[src/rtl/gpio_irq_ctrl.sv]
// Interrupt responder for a GPIO bank: arbitrates INTR lines, raises IRQ, pulses IRQRES on ACK
// and confirms the line dropped. Define GPIO_IRQ_RR_EN for round-robin arbitration.
//
// state  | meaning
// -------+---------------------------------------------------------------
// S_IDLE | no service in flight; arbitrate cand = INTR & MASK
// S_PEND | IRQ high for IRQ_ID; wait for ACK, abort if the line goes away
// S_RES  | IRQRES[IRQ_ID] high for RES_CYC cycles; INTR and ACK ignored
// S_WAIT | wait for INTR[IRQ_ID] to drop, flag ERR after CLR_TMO cycles
module gpio_irq_ctrl #(
    parameter int N_IRQ   = 8,
    parameter int ID_W    = $clog2(N_IRQ),
    parameter int RES_CYC = 2,
    parameter int CLR_TMO = 8
) (
    input  logic             CLK,
    input  logic             RST,
    input  logic [N_IRQ-1:0] INTR,
    input  logic [N_IRQ-1:0] MASK,
    output logic [N_IRQ-1:0] IRQRES,
    output logic             IRQ,
    output logic [ID_W-1:0]  IRQ_ID,
    input  logic             ACK,
    output logic             BUSY,
    output logic             ERR,
    output logic [ID_W-1:0]  ERR_ID,
    input  logic             ERR_CLR
);

    typedef enum logic [1:0] {
        S_IDLE = 2'd0,
        S_PEND = 2'd1,
        S_RES  = 2'd2,
        S_WAIT = 2'd3
    } state_t;

    state_t             state;
    state_t             state_nxt;
    logic [3:0]         res_cnt;
    logic [3:0]         res_cnt_nxt;
    logic [7:0]         tmo_cnt;
    logic [7:0]         tmo_cnt_nxt;
    logic               irq_nxt;
    logic [N_IRQ-1:0]   irqres_nxt;
    logic [ID_W-1:0]    id_nxt;
    logic               err_set;
    logic               err_nxt;
    logic [ID_W-1:0]    err_id_nxt;

    logic [N_IRQ-1:0]   cand;
    logic [N_IRQ-1:0]   grant;
    logic [ID_W-1:0]    win;
    logic               id_live;
    logic [N_IRQ-1:0]   id_onehot;

    assign cand      = INTR & MASK;
    assign id_live   = INTR[IRQ_ID] & MASK[IRQ_ID];
    assign id_onehot = N_IRQ'(1) << IRQ_ID;
    assign BUSY      = (state != S_IDLE);

`ifdef GPIO_IRQ_RR_EN
    logic [ID_W-1:0]  rr_ptr;
    logic [ID_W-1:0]  rr_ptr_nxt;
    logic [N_IRQ-1:0] cand_rot;
    logic [N_IRQ-1:0] grant_rot;

    // Rotate so the search start sits at bit 0, isolate lowest set bit, rotate back.
    always_comb begin
        cand_rot = '0;
        grant    = '0;
        for (int i = 0; i < N_IRQ; i++) begin
            cand_rot[i] = cand[(i + int'(rr_ptr)) % N_IRQ];
        end
        grant_rot = cand_rot & (~cand_rot + N_IRQ'(1));
        for (int i = 0; i < N_IRQ; i++) begin
            grant[(i + int'(rr_ptr)) % N_IRQ] = grant_rot[i];
        end
    end
`else
    assign grant = cand & (~cand + N_IRQ'(1));
`endif

    always_comb begin
        win = '0;
        for (int i = 0; i < N_IRQ; i++) begin
            if (grant[i]) begin
                win = win | ID_W'(i);
            end
        end
    end

    always_comb begin
        state_nxt   = state;
        irq_nxt     = IRQ;
        irqres_nxt  = '0;
        id_nxt      = IRQ_ID;
        res_cnt_nxt = res_cnt;
        tmo_cnt_nxt = tmo_cnt;
        err_set     = 1'b0;
`ifdef GPIO_IRQ_RR_EN
        rr_ptr_nxt  = rr_ptr;
`endif
        unique case (state)
            S_IDLE: begin
                if (|cand) begin
                    state_nxt = S_PEND;
                    irq_nxt   = 1'b1;
                    id_nxt    = win;
                end
            end
            S_PEND: begin
                // A vanished or masked line aborts service even if ACK arrives together.
                if (!id_live) begin
                    state_nxt = S_IDLE;
                    irq_nxt   = 1'b0;
                end else if (ACK) begin
                    state_nxt   = S_RES;
                    irq_nxt     = 1'b0;
                    irqres_nxt  = id_onehot;
                    res_cnt_nxt = 4'(RES_CYC - 1);
`ifdef GPIO_IRQ_RR_EN
                    rr_ptr_nxt  = (IRQ_ID == ID_W'(N_IRQ - 1)) ? '0 : IRQ_ID + ID_W'(1);
`endif
                end
            end
            S_RES: begin
                if (res_cnt == '0) begin
                    state_nxt   = S_WAIT;
                    tmo_cnt_nxt = 8'(CLR_TMO - 1);
                end else begin
                    res_cnt_nxt = res_cnt - 4'd1;
                    irqres_nxt  = id_onehot;
                end
            end
            S_WAIT: begin
                if (!INTR[IRQ_ID]) begin
                    state_nxt = S_IDLE;
                end else if (tmo_cnt == '0) begin
                    state_nxt = S_IDLE;
                    err_set   = 1'b1;
                end else begin
                    tmo_cnt_nxt = tmo_cnt - 8'd1;
                end
            end
            default: begin
                state_nxt = S_IDLE;
            end
        endcase
    end

    // A set in the same cycle as ERR_CLR leaves ERR high.
    assign err_nxt    = err_set | (ERR & ~ERR_CLR);
    assign err_id_nxt = err_set ? IRQ_ID : ERR_ID;

    always_ff @(posedge CLK) begin
        if (RST) begin
            state   <= S_IDLE;
            IRQ     <= 1'b0;
            IRQRES  <= '0;
            IRQ_ID  <= '0;
            ERR     <= 1'b0;
            ERR_ID  <= '0;
            res_cnt <= '0;
            tmo_cnt <= '0;
`ifdef GPIO_IRQ_RR_EN
            rr_ptr  <= '0;
`endif
        end else begin
            state   <= state_nxt;
            IRQ     <= irq_nxt;
            IRQRES  <= irqres_nxt;
            IRQ_ID  <= id_nxt;
            ERR     <= err_nxt;
            ERR_ID  <= err_id_nxt;
            res_cnt <= res_cnt_nxt;
            tmo_cnt <= tmo_cnt_nxt;
`ifdef GPIO_IRQ_RR_EN
            rr_ptr  <= rr_ptr_nxt;
`endif
        end
    end

endmodule

[config.mk]
export PLATFORM = sky130hd
export DESIGN_NAME = gpio_irq_ctrl
export DESIGN_NICKNAME = d
export VERILOG_FILES = /design/src/rtl/gpio_irq_ctrl.sv
export SDC_FILE = /design/constraint.sdc
export NUM_CORES = 1
export LEC_CHECK = 0
export CORE_ASPECT_RATIO = 1.25
export CORE_MARGIN = 2
export CORE_UTILIZATION = 40
export DETAILED_ROUTE_END_ITERATION = 16
export PLACE_DENSITY = 0.68
export SLEW_MARGIN = 20
export SYNTH_ARGS = -nofsm -noshare
export SYNTH_HDL_FRONTEND = slang
export SYNTH_SLANG_ARGS = --single-unit
[constraint.sdc]
create_clock -name CLK -period 2.35 [get_ports CLK]
set_clock_uncertainty 0.15 [all_clocks]
set_input_delay 0.235 -clock CLK [delete_from_list [all_inputs] [get_ports CLK]]
set_output_delay 0.235 -clock CLK [all_outputs]
set_load 0.01 [all_outputs]
* After elaboration in Yosys (flattened, before gate mapping)
Index checks and enable logic that the tools add are counted.
** Operators by class
- Add/subtract/negate cells :: 3
- Magnitude comparators :: 1
- Equal/unequal tests :: 12
- Shift-type cells :: 1
- Muxes and demuxes :: 37
- Bitwise logic cells :: 7
- Reductions and logical operators :: 13
** Operators by type and width (count)
- $mux 8 :: 6
- $pmux 8 s2 :: 2
- $and 8x8->8 :: 2
- $mux 2 :: 8
- $ne 2x2->1 const B :: 7
- $mux 3 :: 4
- $mux 4 :: 3
- $reduce_and 4->1 :: 3
- $mux 1 :: 9
- $add 8x1->8 const B :: 1
- $logic_not 8->1 :: 1
- $not 8->8 :: 1
- $pmux 2 s4 :: 1
- $pmux 4 s2 :: 1
- $reduce_bool 2->1 :: 4
- $reduce_or 8->1 :: 1
- $shl 1x3->8 const A :: 1
- $sub 8x1->8 const B :: 1
- $bmux 1 s3 :: 2
- $ne 3x3->1 const B :: 2
- $eq 2x2->1 const B :: 2
- $logic_not 4->1 :: 1
- $lt 3x4->1 const B :: 1
- $sub 4x1->4 const B :: 1
- 8 further kinds :: 9
** Word-level totals
- Flip-flop bits (word level) :: 30
- Bits of input ports :: 20
- Output and inout port bits :: 17
- Logic and storage cells :: 82

* Depth between registers and ports, before layout
- Depth in word-level cells :: 11
- Gate-level depth with buffers :: 8
- Mapped depth without buffers :: 7

* Worst setup path before layout
OpenSTA, ideal clock, no wires.
- Path kind :: register to register
- Start point :: register IRQ_ID[0]
- End point :: register state[0]
- Setup time :: 122 ps
- Data arrival time :: 2264 ps
- Required time :: 2078 ps
- Setup slack :: -186 ps
- Stages on the path, launching flop included :: 7
- Buffers on the path :: 1
- Clock period less this slack :: 2536 ps
- Cell sequence :: dfxtp_1 > buf_6 > mux4_2 > mux2_2 > and3_4 > or4_4 > o311a_1
** Between the ends
- Longest elaborated chain between the ends :: 5
- Elaborated cells between the ends (all ways) :: 11
- Those cells by class :: 2 x eq/ne; 7 x mux; 1 x bitwise; 1 x reduce/logical
** Ends and longest elaborated chain
- from (decl) :: line 22 : output logic [ID_W-1:0] IRQ_ID,
- from (signal assigned) :: line 172 : IRQ_ID <= id_nxt;
- $bmux 1 s3, on equally long branches :: line 57, 136
- $mux 1, on equally long branches :: line 57, 136
- $and 1x1->1 :: line 57 : assign id_live = INTR[IRQ_ID] & MASK[IRQ_ID];
- $ne 3x3->1 (no line) or $mux 2 (tied branches)
- $reduce_and 4->1 (no line) or $pmux 2 s4 (tied branches)
- to (signal assigned) :: line 169 : state <= state_nxt;
- to (decl) :: line 37 : state_t state;
Several ways; a longest one is shown, not always the timed one. The select of a mux whose other input is x is not followed.
A chain may end at the register's enable or synchronous reset.

* Final worst setup path
Same ends and word-level chain as after synthesis.

==> summary.txt <==
Timing
  • Worst slew pin tran: 0.4295 ns
  • Setup ws final: -0.08140 ns
  • Slew Limit Headroom: 0.7110
  • Final hold vios: 0
  • Max Slew Vio Count: 0
  • Min Tclk post-route: 2.431 ns
  • Final setup viols: 1
  • TNS Setup: -0.08140 ns
  • Final period utilization: 1.035
  • Achievable Freq: 411.3 MHz
  • Min Hold Slack: 0.3526 ns
  • RSZ-0062 raised after global routing: yes

Clock network
  • Clk sinks: 30
  • Clk buf depth: 2
  • CTS Buf Count: 5
  • Clk slew on worst S/H paths: 0.07 ns
  • H-tree Lvls: 2
  • Clk_lat worst skew: 0.28 ns
  • CTS Root Buffer Type: clkbuf_8
  • Hold_buf cts: 0
  • CTS tree: built

Floorplanning
  • Die width: 61.74 µm
  • # IOs: 37
  • # rows: 26
  • Core area: 0.004034 mm²
  • Die Height: 76.17 µm
  • DIE AREA: 0.004702 mm²
  • Starting Density: 0.4132

Cells and area
  • Layout overhead on the synthesized area: 52.18%
  • Antenna diodes: 0
  • Most frequent cells in the layout: buf_4, clkdlybuf4s50_1, dfxtp_1
  • Share of cells above drive strength 1: 0.2319
  • Utilization after layout: 0.6287
  • Fillers: 367
  • Fin nets: 291
  • Commonest non-fill, non-tap cell in the layout: buf_4
  • Non-filler instance count after layout: 319
  • Reg area: 605.6 µm²
  • Multi-input logic area: 980.9 µm²

Yosys
  • Most area-consuming cells after synthesis: dfxtp_1, ha_1, inv_1, nand2_1, or3_1
  • Post-Synthesis Cells: 184
  • Register area share after synthesis: 0.3604
  • Post-synth top area share: 0.3604
  • Register bit total from synthesis: 30
  • Main synth FF type: dfxtp_1
  • Post-synth cell types: 45
  • Mean Syn Cell Area: 9.058 µm²
  • Post-synth EDFFs: 0
  • Cell Area, Synth: 0.001667 mm²
  • Cell type with the highest aggregate area in the netlist: dfxtp_1
  • Count of yosys warnings during synthesis: 0
  • Fraction of registers with async set/reset: 0
  • Post-Syn Nets: 213

Critical path
  • Critical Path RT: 2.37 ns
  • Crit start category: flop
  • CP Max Fanout: 5
  • CP Data Arrival Time: 2.45 ns
  • CP Capture Type: flop
  • Crit Path Class: reg -> reg

Detailed routing
  • Drt total wl: 4261 µm
  • Avg Vias per Cell: 5.147
  • DR iter-0 viols: 35
  • Post-DRT Antenna Nets: 0
  • Drt drc: 0
  • Vias: 1,642
  • DR pass1 iterations: 4
  • Drt wl/cell: 13.36 µm

GRT
  • Global-route wire length before repair: 7141 µm
  • GRT overflow: 0
  • Antenna violations before repair: 0
  • Pin count of the biggest net entering global routing: 18
  • All-Layer GR Usage: 0.1989
  • Vias in the first global route: 1,662

Placed design
  • Routability cong.: 0.8050
  • Port Buffers: 36
  • Cell count after placement: 310
  • Pre-CTS setup slack: -0.3834 ns
  • Post-DP HPWL: 3304 µm

Min path
  • Worst Hold Class: reg -> reg

Flow run
  • Max_cap viols: 0

Power
  • Peak VDD IR: 0.3757 mV
  • Pwr dens: 666.1 mW/mm²
  • Lkg Pwr: 1.044 nW

Status
  • Failing checks: setup timing
  • Outcome: finished, violations left
==> where the power goes <==
group	switching (W)	internal (W)
clock network	0.000199	0.000452
registers	0.0000317	0.000540
logic	0.000206	0.000261
total	0.000436	0.00125
==> flip-flops by register name, summed over array words and instances, names as in the netlist, named ones only <==
signal and count:
IRQRES 8, IRQ_ID 3, ERR_ID 3, state 1, tmo_cnt 8, res_cnt 4, IRQ 1, ERR 1
==> synthesized netlist by cell type, types with 2 or more instances <==
cell type,number
o21ai_0,9
a21oi_1,11
mux2i_2,2
inv_1,15
a211oi_1,4
clkbuf_1,3
mux2i_1,5
dfxtp_1,30
nand3b_1,3
or4_1,3
nor2_1,13
nor3_1,6
mux4_2,2
ha_1,9
a22o_1,2
or3_1,9
nor3b_1,4
o31ai_1,4
nand3_1,3
a221oi_1,2
mux4_1,2
nand2_1,15
a22oi_1,3
nor4_1,3
nor2b_1,2
==> cell families (layout without fill, tap and decap cells) <==
group | count (synthesis) | after routing | synth area share
multiplexers | 12 | 12 | 0.1119
flip-flops | 30 | 30 | 0.3604
adder cells (fa/ha/maj) | 9 | 9 | 0.06757
AO/OA/AOI/OAI | 45 | 45 | 0.1817
AND/OR/NAND/NOR | 67 | 67 | 0.2222
buffers and inverters | 21 | 100 | 0.05630
==> final cells by class <==
cell class,count,share of cell area
timing repair buffer,77,0.2684
clock buffer,6,0.03256
tap,56,0.02763
inverter,15,0.02220
sequential,30,0.2388
multi-input combinational,133,0.3868
clock inverter,2,0.02368
==> routing by layer <==
| layer | track usage | vias to the layer above | routed length, µm | share of wire |
|---|---|---|---|---|
| met1 | 0.2215 | 753 | 1740 | 0.41 |
| met4 | 0.07872 | 0 | 80 | 0.019 |
| met5 | 0 | - | 0 | 0 |
| met2 | 0.3474 | 40 | 2325 | 0.55 |
| li1 | - | 840 | - | - |
| met3 | 0.04584 | 9 | 114 | 0.027 |
==> critical path: stages, from the launching register on <==
cell and delay (ns):
dfxtp_4 0.39, mux4_2 0.52, mux2_4 0.28, and3_4 0.18, or4_4 0.51, o311a_1 0.30
==> per-stage QoR <==
step            power, W  instance area, µm²
2_1_floorplan  0.0008207                1668
3_3_place_gp    0.001023                2374
3_5_place_dp    0.001029                2374
4_1_cts         0.001699                2539
5_1_grt         0.001781                2536
6_report        0.001689                2536
==> worst paths after layout <==
kind / start / endpoint / slack [ns] / cells past startpoint
max reg2reg: IRQ_ID[0] / state[0] / -0.08 / 5
min reg2reg: IRQ / IRQ / 0.35 / 2
min: IRQ / IRQ / 0.35 / 2
max: IRQ_ID[0] / state[0] / -0.08 / 5
==> timing repair <==
item | 4_1_cts | 5_1_grt
gates resized for setup | 4 | 3
buffers inserted | 1 | 0
setup endpoints to repair | 7 | 8
pin swaps | 0 | 1
Note: power is estimated with default switching activity, not from simulation.
